**config.mk**
```make
export PLATFORM = sky130hd
export DESIGN_NAME = nibble_cpu_core
export DESIGN_NICKNAME = d
export VERILOG_FILES = /design/src/rtl/nibble_cpu_core.sv
export SDC_FILE = /design/constraint.sdc
export NUM_CORES = 1
export LEC_CHECK = 0
export CAP_MARGIN = 0
export CORE_ASPECT_RATIO = 1.1
export CORE_MARGIN = 2
export CORE_UTILIZATION = 56
export DETAILED_ROUTE_END_ITERATION = 8
export PLACE_DENSITY = 0.8
export SLEW_MARGIN = 15
export SYNTH_ARGS = -nofsm -noshare
export SYNTH_HDL_FRONTEND = slang
export SYNTH_SLANG_ARGS = --single-unit
```
**constraint.sdc**
```tcl
create_clock -name clk -period 8 [get_ports clk]
set_clock_uncertainty 0.2 [all_clocks]
set_input_delay 1.2 -clock clk [delete_from_list [all_inputs] [get_ports clk]]
set_output_delay 1.2 -clock clk [all_outputs]
set_load 0.05 [all_outputs]
```
**src/rtl/nibble_cpu_core.sv**
```systemverilog
// nibble_cpu_core: multi-register accumulator-style CPU that fetches 12-bit
// instructions as three 4-bit beats over a shared req/ready memory bus.
//
// Bus handshake: mem_req, mem_space, mem_addr, mem_we and mem_wdata are driven
// combinationally from registered state. A transfer completes on a rising clk
// edge where mem_req && mem_ready. Until then the FSM holds its state, so
// address and write data stay stable. mem_ready is ignored while mem_req is low.
module nibble_cpu_core #(
  parameter int DATA_W = 4,
  parameter int PC_W   = 10,
  parameter int NREGS  = 4
) (
  input  logic              clk,
  input  logic              rst_n,
  output logic              mem_req,
  input  logic              mem_ready,
  output logic              mem_we,
  output logic              mem_space,
  output logic [PC_W+1:0]   mem_addr,
  output logic [DATA_W-1:0] mem_wdata,
  input  logic [DATA_W-1:0] mem_rdata,
  output logic              halted,
  output logic [PC_W-1:0]   dbg_pc
);

  // Register index width: two registers use one index bit, four use two.
  localparam int RI_W = (NREGS == 4) ? 2 : 1;

  // One-hot FSM encoding.
  localparam logic [6:0] S_FETCH1 = 7'b0000001;
  localparam logic [6:0] S_FETCH2 = 7'b0000010;
  localparam logic [6:0] S_FETCH3 = 7'b0000100;
  localparam logic [6:0] S_EXEC   = 7'b0001000;
  localparam logic [6:0] S_LOAD   = 7'b0010000;
  localparam logic [6:0] S_STORE  = 7'b0100000;
  localparam logic [6:0] S_HALT   = 7'b1000000;

  localparam logic [3:0] OP_LDI  = 4'h1;
  localparam logic [3:0] OP_LD   = 4'h2;
  localparam logic [3:0] OP_ST   = 4'h3;
  localparam logic [3:0] OP_ADD  = 4'h4;
  localparam logic [3:0] OP_SUB  = 4'h5;
  localparam logic [3:0] OP_AND  = 4'h6;
  localparam logic [3:0] OP_XOR  = 4'h7;
  localparam logic [3:0] OP_ADDI = 4'h8;
  localparam logic [3:0] OP_JMP  = 4'h9;
  localparam logic [3:0] OP_JZ   = 4'hA;
  localparam logic [3:0] OP_JC   = 4'hB;
  localparam logic [3:0] OP_HALT = 4'hF;

  logic [6:0]        state;
  logic [6:0]        state_nxt;
  logic [PC_W-1:0]   pc;
  logic [3:0]        b1;
  logic [3:0]        b2;
  logic [3:0]        b3;
  logic [DATA_W-1:0] regs [NREGS];
  logic              z_flag;
  logic              c_flag;

  logic              bus_done;
  logic [1:0]        beat;
  logic [RI_W-1:0]   rd_i;
  logic [RI_W-1:0]   rs_i;
  logic [DATA_W-1:0] rd_val;
  logic [DATA_W-1:0] rs_val;
  logic [DATA_W-1:0] imm_ext;
  logic [DATA_W:0]   wide;
  logic [DATA_W-1:0] alu_res;
  logic              alu_c;
  logic              alu_wr;
  logic              c_upd;
  logic              jump_taken;
  logic [PC_W-1:0]   pc_inc;
  logic [PC_W-1:0]   jump_target;

  // Decode fields; register indices wrap modulo NREGS by truncation.
  assign rd_i        = b2[RI_W+1:2];
  assign rs_i        = b2[RI_W-1:0];
  assign rd_val      = regs[rd_i];
  assign rs_val      = regs[rs_i];
  assign imm_ext     = DATA_W'(b3);
  assign pc_inc      = pc + PC_W'(1);
  assign jump_target = PC_W'({b2, b3});

  // Bus outputs decoded from the current state.
  always_comb begin
    mem_req   = (state == S_FETCH1) || (state == S_FETCH2) || (state == S_FETCH3) ||
                (state == S_LOAD)   || (state == S_STORE);
    mem_we    = (state == S_STORE);
    mem_space = (state == S_LOAD) || (state == S_STORE);
    beat      = 2'd0;
    if (state == S_FETCH2) beat = 2'd1;
    if (state == S_FETCH3) beat = 2'd2;
    mem_addr  = mem_space ? (PC_W+2)'(b3) : {pc, beat};
    mem_wdata = mem_we ? rs_val : '0;
    halted    = (state == S_HALT);
    dbg_pc    = pc;
  end

  assign bus_done = mem_req && mem_ready;

  // ALU and branch decision for the EXEC state.
  always_comb begin
    alu_res    = '0;
    alu_c      = c_flag;
    alu_wr     = 1'b0;
    c_upd      = 1'b0;
    jump_taken = 1'b0;
    wide       = '0;
    case (b1)
      OP_LDI: begin
        alu_res = imm_ext;
        alu_wr  = 1'b1;
      end
      OP_ADD: begin
        wide    = {1'b0, rd_val} + {1'b0, rs_val};
        alu_res = wide[DATA_W-1:0];
        alu_c   = wide[DATA_W];
        alu_wr  = 1'b1;
        c_upd   = 1'b1;
      end
      OP_SUB: begin
        // Carry means "no borrow", i.e. rd >= rs.
        wide    = {1'b0, rd_val} - {1'b0, rs_val};
        alu_res = wide[DATA_W-1:0];
        alu_c   = ~wide[DATA_W];
        alu_wr  = 1'b1;
        c_upd   = 1'b1;
      end
      OP_AND: begin
        alu_res = rd_val & rs_val;
        alu_wr  = 1'b1;
      end
      OP_XOR: begin
        alu_res = rd_val ^ rs_val;
        alu_wr  = 1'b1;
      end
      OP_ADDI: begin
        wide    = {1'b0, rd_val} + {1'b0, imm_ext};
        alu_res = wide[DATA_W-1:0];
        alu_c   = wide[DATA_W];
        alu_wr  = 1'b1;
        c_upd   = 1'b1;
      end
      OP_JMP:  jump_taken = 1'b1;
      OP_JZ:   jump_taken = z_flag;
      OP_JC:   jump_taken = c_flag;
      default: ;
    endcase
  end

  // Next-state logic: bus states wait for a completed transfer.
  always_comb begin
    state_nxt = state;
    case (state)
      S_FETCH1: if (bus_done) state_nxt = S_FETCH2;
      S_FETCH2: if (bus_done) state_nxt = S_FETCH3;
      S_FETCH3: begin
        if (bus_done) begin
          case (b1)
            OP_LD:   state_nxt = S_LOAD;
            OP_ST:   state_nxt = S_STORE;
            OP_HALT: state_nxt = S_HALT;
            default: state_nxt = S_EXEC;
          endcase
        end
      end
      S_EXEC:  state_nxt = S_FETCH1;
      S_LOAD:  if (bus_done) state_nxt = S_FETCH1;
      S_STORE: if (bus_done) state_nxt = S_FETCH1;
      S_HALT:  state_nxt = S_HALT;
      default: state_nxt = S_FETCH1;
    endcase
  end

  // State, pc, instruction beats, register file and flags.
  always_ff @(posedge clk or negedge rst_n) begin
    if (!rst_n) begin
      state  <= S_FETCH1;
      pc     <= '0;
      b1     <= '0;
      b2     <= '0;
      b3     <= '0;
      z_flag <= 1'b0;
      c_flag <= 1'b0;
      for (int i = 0; i < NREGS; i++) regs[i] <= '0;
    end else begin
      state <= state_nxt;
      case (state)
        S_FETCH1: if (bus_done) b1 <= mem_rdata[3:0];
        S_FETCH2: if (bus_done) b2 <= mem_rdata[3:0];
        S_FETCH3: if (bus_done) b3 <= mem_rdata[3:0];
        S_EXEC: begin
          pc <= jump_taken ? jump_target : pc_inc;
          if (alu_wr) begin
            regs[rd_i] <= alu_res;
            z_flag     <= (alu_res == '0);
          end
          if (c_upd) c_flag <= alu_c;
        end
        S_LOAD: begin
          if (bus_done) begin
            regs[rd_i] <= mem_rdata;
            z_flag     <= (mem_rdata == '0);
            pc         <= pc_inc;
          end
        end
        S_STORE: if (bus_done) pc <= pc_inc;
        default: ;
      endcase
    end
  end

endmodule

```
# Word-level counts from Yosys, hierarchy flattened
# Index checks and enable logic that the tools add are counted.
[totals]
in_bits = 7
latchBits = 0
rom_bits = 0
mem_bits_rw = 0
elab_cells = 104
reg_bits = 47
n_memories = 0
out_inout_bits = 30
[op_classes]
n_lt_le_gt_ge = 3
mux = 34
shift = 0
n_reduce_logical = 22
div_mod_pow = 0
mul = 0
eq_ne = 25
bitwise = 5
add_sub_neg = 4
[ops]
columns = ["cell", "count"]
rows = [
  ["$pmux 7 s5", 1],
  ["$bwmux 16", 2],
  ["$mux 16", 2],
  ["$pmux 16 s2", 1],
  ["$mux 7", 4],
  ["$mux 4", 6],
  ["$pmux 4 s6", 1],
  ["$pmux 7 s3", 1],
  ["$eq 4x4->1 const B", 5],
  ["$mux 10", 2],
  ["$pmux 10 s2", 1],
  ["$bmux 4 s2", 2],
  ["$eq 4x3->1 const B", 4],
  ["$mux 12", 1],
  ["$add 10x1->10 const B", 1],
  ["$add 4x4->5", 2],
  ["$ne 2x2->1 const B", 5],
  ["$demux 4 s2", 1],
  ["$eq 4x2->1 const B", 2],
  ["$logic_not 4->1", 2],
  ["$reduce_and 2->1", 4],
  ["$eq 7x1->1 const B", 1],
  ["$eq 7x2->1 const B", 1],
  ["$eq 7x3->1 const B", 1],
  ["26 further kinds", 40],
]

# Longest topological paths before layout
[logic_depth]
word_depth = 9
ltp_mapped = 11
depth_no_buf = 10

# Worst setup path before layout
# Ideal clock, no wire load.
[synth_path]
path_type = "reg-to-output"
startpoint = "register state[2]"
endpoint = "output port mem_addr[0]"
n_path_buf = 2
stages_incl_launch_ff = 6
setup_slack_ns = 4.080
t_arrival_ns = 2.520
t_required_ns = 6.600
cell_sequence = "dfrtp_1 > or4_1 > buf_2 > nor3_4 > clkbuf_1 > a21o_1"
[synth_between]
elab_cells_between_ends = 8
cone_classes = "eq/ne (4); mux (3); reduce/logical (1)"
[synth_rtl]
columns = ["item", "line", "rtl"]
rows = [
  ["start: declaration", "51", "logic [6:0] state;"],
  ["start signal: assignment", "189", "state <= state_nxt;"],
  ["$eq 7x5->1 or $eq 7x6->1 (tied branches)", "91", "mem_space = (state == S_LOAD) || (state == S_STORE);"],
  ["$logic_or 1x1->1 (*)", "91", ""],
  ["net mem_space", "18", "output logic mem_space,"],
  ["$mux 12 (*)", "95", "mem_addr = mem_space ? (PC_W+2)'(b3) : {pc, beat};"],
  ["end: declaration", "19", "output logic [PC_W+1:0] mem_addr,"],
]
# Mark *: on every way through the listed nets, which the timed path passes. The rest lies on a longest branch.

# Final worst setup path
[layout_path]
startpoint = "register state[2]"
endpoint = "output port mem_wdata[2]"
[layout_between]
elab_chain_len = 2
[layout_rtl]
columns = ["item", "line", "rtl"]
rows = [
  ["$eq 7x6->1", "90", "mem_we = (state == S_STORE);"],
  ["$mux 4", "96", "mem_wdata = mem_we ? rs_val : '0;"],
  ["end: declaration", "20", "output logic [DATA_W-1:0] mem_wdata,"],
]
# Every way passes these cells.

==> metrics.md <==
| Metric | Value |
|---|---|
| Final ANT Viol Nets | 0 |
| Final min period | 4630 ps |
| Crit path depth | 4 |
| Syn Nets | 379 |
| RSZ-0062 raised after global routing | false |
| Final Cycle Share | 0.579 |
| Max Cap Viol | 0 |
| Synth async-reset ratio | 1.00 |
| # DRC | 0 |
| Die area | roughly 6500 µm² |
| Root buf cell | clkbuf_8 |
| Count leader, synth | dfrtp_1 |
| CP max FO | 8 |
| Worst reg2reg path endpoint | z_flag |
| Fin Hold WS | approximately 310 ps |
| Synthesized area | between 3000 and 4000 µm² |
| Slew Viols, Final | 0 |
| Met3 Use GR | 0.0344 |
| Post-CTS setup buffer count | 0 |
| Met1 GRT Util | 0.327 |
| Crit path kind | register to output port |
| Mean Syn Cell Area | between 9 and 10 µm² |
| PnR worst setup slack | ~3400 ps |
| Synth Flop Type | dfrtp_1 |
| Clock Latency Late Sink | 310 ps |
| P_leak | 1.65 nW |
| Largest net degree at the start of global routing | 48 |
| Worst Tran Pin Value | about 900 ps |
| Placer Congestion | ~0.91 |
| Post-DP HPWL | approximately 6000 µm |
| Wire per inst | 17.5 µm |
| Die Wd | just under 80 µm |
| H-tree levels | 2 |
| Worst slack, placed | between 3000 and 4000 ps |
| Clock sink count | between 40 and 50 |
| Synth Register Bits | 47 |
| Startpoint Class | register |
| CP endpoint | mem_wdata[2] |
| Initial antenna violation count | 0 |
| Synth area leaders | dfrtp_1 35%, mux4_2 5.5%, mux2_2 5.1%, ha_1 4.9%, o21ai_0 4.2% |
| Yosys top cell area share | 0.349 |
| CTS tree | yes |
| Total track usage | 0.256 |
| Cell count after placement | roughly 450 |
| Top delay family on crit path | simple AND/OR/NAND/NOR gates |
| Post-CTS resize count | 0 |
| Post-CTS Hold Buffers | 0 |
| Area leader, netlist | dfrtp_1 |
| Port bufs | 36 |
| Core footprint | between 5000 and 6000 µm² |
| CP endpoint kind | output port |
| List of most frequent post-synthesis cells | 46 x dfrtp_1, 29 x nor2_1, 28 x nand2_1, 28 x o21ai_0, 26 x a21oi_1 |
| WP buf/inv | 1 |
| Sequential cell area fraction in the yosys report | 0.357 |
| Crit path DAT | 3230 ps |
| Power Dens Cells | 265 nW/µm² |
| Pre-antenna DRT Iters | 4 |
| Yosys cell types | between 50 and 60 |
| Rows | 29 |
| Layout area overhead | 13.4% |
| Gr ovfl total | 0 |
| Vias in the first global route | approximately 2,700 |
| Ant. Diodes | 0 |
| TritonCTS buffer count | 5 |
| Slowest CP cell | clkdlybuf4s50_1 |
| CP cell instances | or4_1 > or4b_2 > nor2_1 > clkdlybuf4s50_1 |
| Max Freq | between 0.2 and 0.25 GHz |
| Share of cells above drive strength 1 | 0.103 |
| Flop2flop setup slack | between 4000 and 5000 ps |
| Layout Cells excl Fill | about 460 |
| Clock buffer depth | 2 |
| Final nets | 400 |
| Max-slew headroom | 0.398 |
| Critical Path Start | state[2] |
| Clk pin slew, worst setup/hold paths | around 90 ps |
| Met2 Resource Use GR | 0.433 |
| Finish-stage setup viols | 0 |
| Slowest stage delay, CP | about 820 ps |
| Gr busiest metal | met2 |
| Iter 0 DRT Violations | about 160 |
| Io pins | 37 |
| Worst R2R Start | b2[2] |
| Max IR drop VDD | 0.198 mV |
| Global-route wire length before repair | about 13,000 µm |
| Starting Density | 0.575 |
| Number of vias per cell | 6.23 |
| Fin. Hold Viols | 0 |
| CP required | approximately 6600 ps |
| Die Ht | between 80 and 90 µm |
| Total Wirelength | ~8000 µm |
| Setup tns final | 0 ps |
| Yosys warning count | 0 |
| Via count | 2,833 |
| Post-synth EDFFs | 0 |
| HP Class | register to register |
| Syn Inst Count | 356 |
| Status | complete, no violations |
| Reg2Reg Depth | 9 |
[worst register-to-register path, stage by stage, from the launching register on]
cell and delay (ps):
dfrtp_1 650, mux4_2 620, ha_1 270, fa_1 450
mux2i_1 140, o22ai_1 120, a2111o_1 480, nor2_1 110
or4b_1 440, a21oi_1 150
[worst min path at each step]
| stage | cells after the start | slack [ps] | startpoint | to |
|---|---|---|---|---|
| detailed placement | 2 | 300 | regs[14] | regs[14] |
| CTS | 1 | 310 | dbg_pc[9] | dbg_pc[9] |
| global route | 1 | 340 | dbg_pc[9] | dbg_pc[9] |
| global placement | 2 | 280 | regs[2] | regs[2] |
| floorplan | 2 | 260 | regs[4] | regs[4] |
| finish | 1 | 310 | dbg_pc[9] | dbg_pc[9] |
[layout by cell type (no fill, tap or decap), drive strengths merged, types with 13 or more instances in the layout]
cell type / synthesis / routed
dfrtp: 46 / 46
nor2b: 16 / 16
clkdlybuf4s50: 0 / 35
inv: 13 / 14
nand2: 28 / 28
nor2: 29 / 29
ha: 13 / 13
nand3: 13 / 13
o21ai: 29 / 29
a21oi: 26 / 26
mux2: 15 / 15
[where the power goes]
group	switching (mW)	internal, mW	total [mW]
combinational	0.240	0.182	0.422
clock	0.0843	0.0616	0.146
sequential	0.136	0.286	0.422
[kinds of logic after synthesis]
group,count (synthesis),synth area share
buffers and inverters,35,0.0455
AND/OR/NAND/NOR,129,0.212
XOR/XNOR,6,0.0159
AO/OA/AOI/OAI,92,0.172
flip-flops,47,0.357
multiplexers,31,0.130
adder cells (fa/ha/maj),16,0.0675
[through the flow]
step	cell area (µm²)	utilization	power, mW
2_1_floorplan	3300	-	0.724
3_3_place_gp	3650	0.636	0.828
3_5_place_dp	3650	0.636	0.843
4_1_cts	3740	0.652	0.990
5_1_grt	3740	0.652	1.05
6_report	3740	0.652	0.990
[routing by layer]
| metal | vias to the layer above | routed length [µm] | share of wire |
|---|---|---|---|
| li1 | 1348 | - | - |
| met2 | 101 | 3990 | 0.50 |
| met4 | 0 | 200 | 0.025 |
| met1 | 1366 | 3350 | 0.42 |
| met3 | 18 | 435 | 0.055 |
| met5 | - | 0 | 0 |
[flip-flops by register name (all words and copies together), names as in the netlist]
register and flops:
b2 4, b3 4, b1 4, z_flag 1
dbg_pc 10, state 7, regs 16, c_flag 1
[final cells by class]
| type | count | area, µm² |
|---|---|---|
| clock inverters | 3 | 18.8 |
| clock buffers | 5 | 68.8 |
| fillers | 495 | 1990 |
| well taps | 77 | 96.3 |
| repair buffers | 36 | 358 |
| inverters | 13 | 48.8 |
| multi-input cells | 274 | 1970 |
| flip-flops and latches | 47 | 1180 |
(Power assumes the default switching activity.)
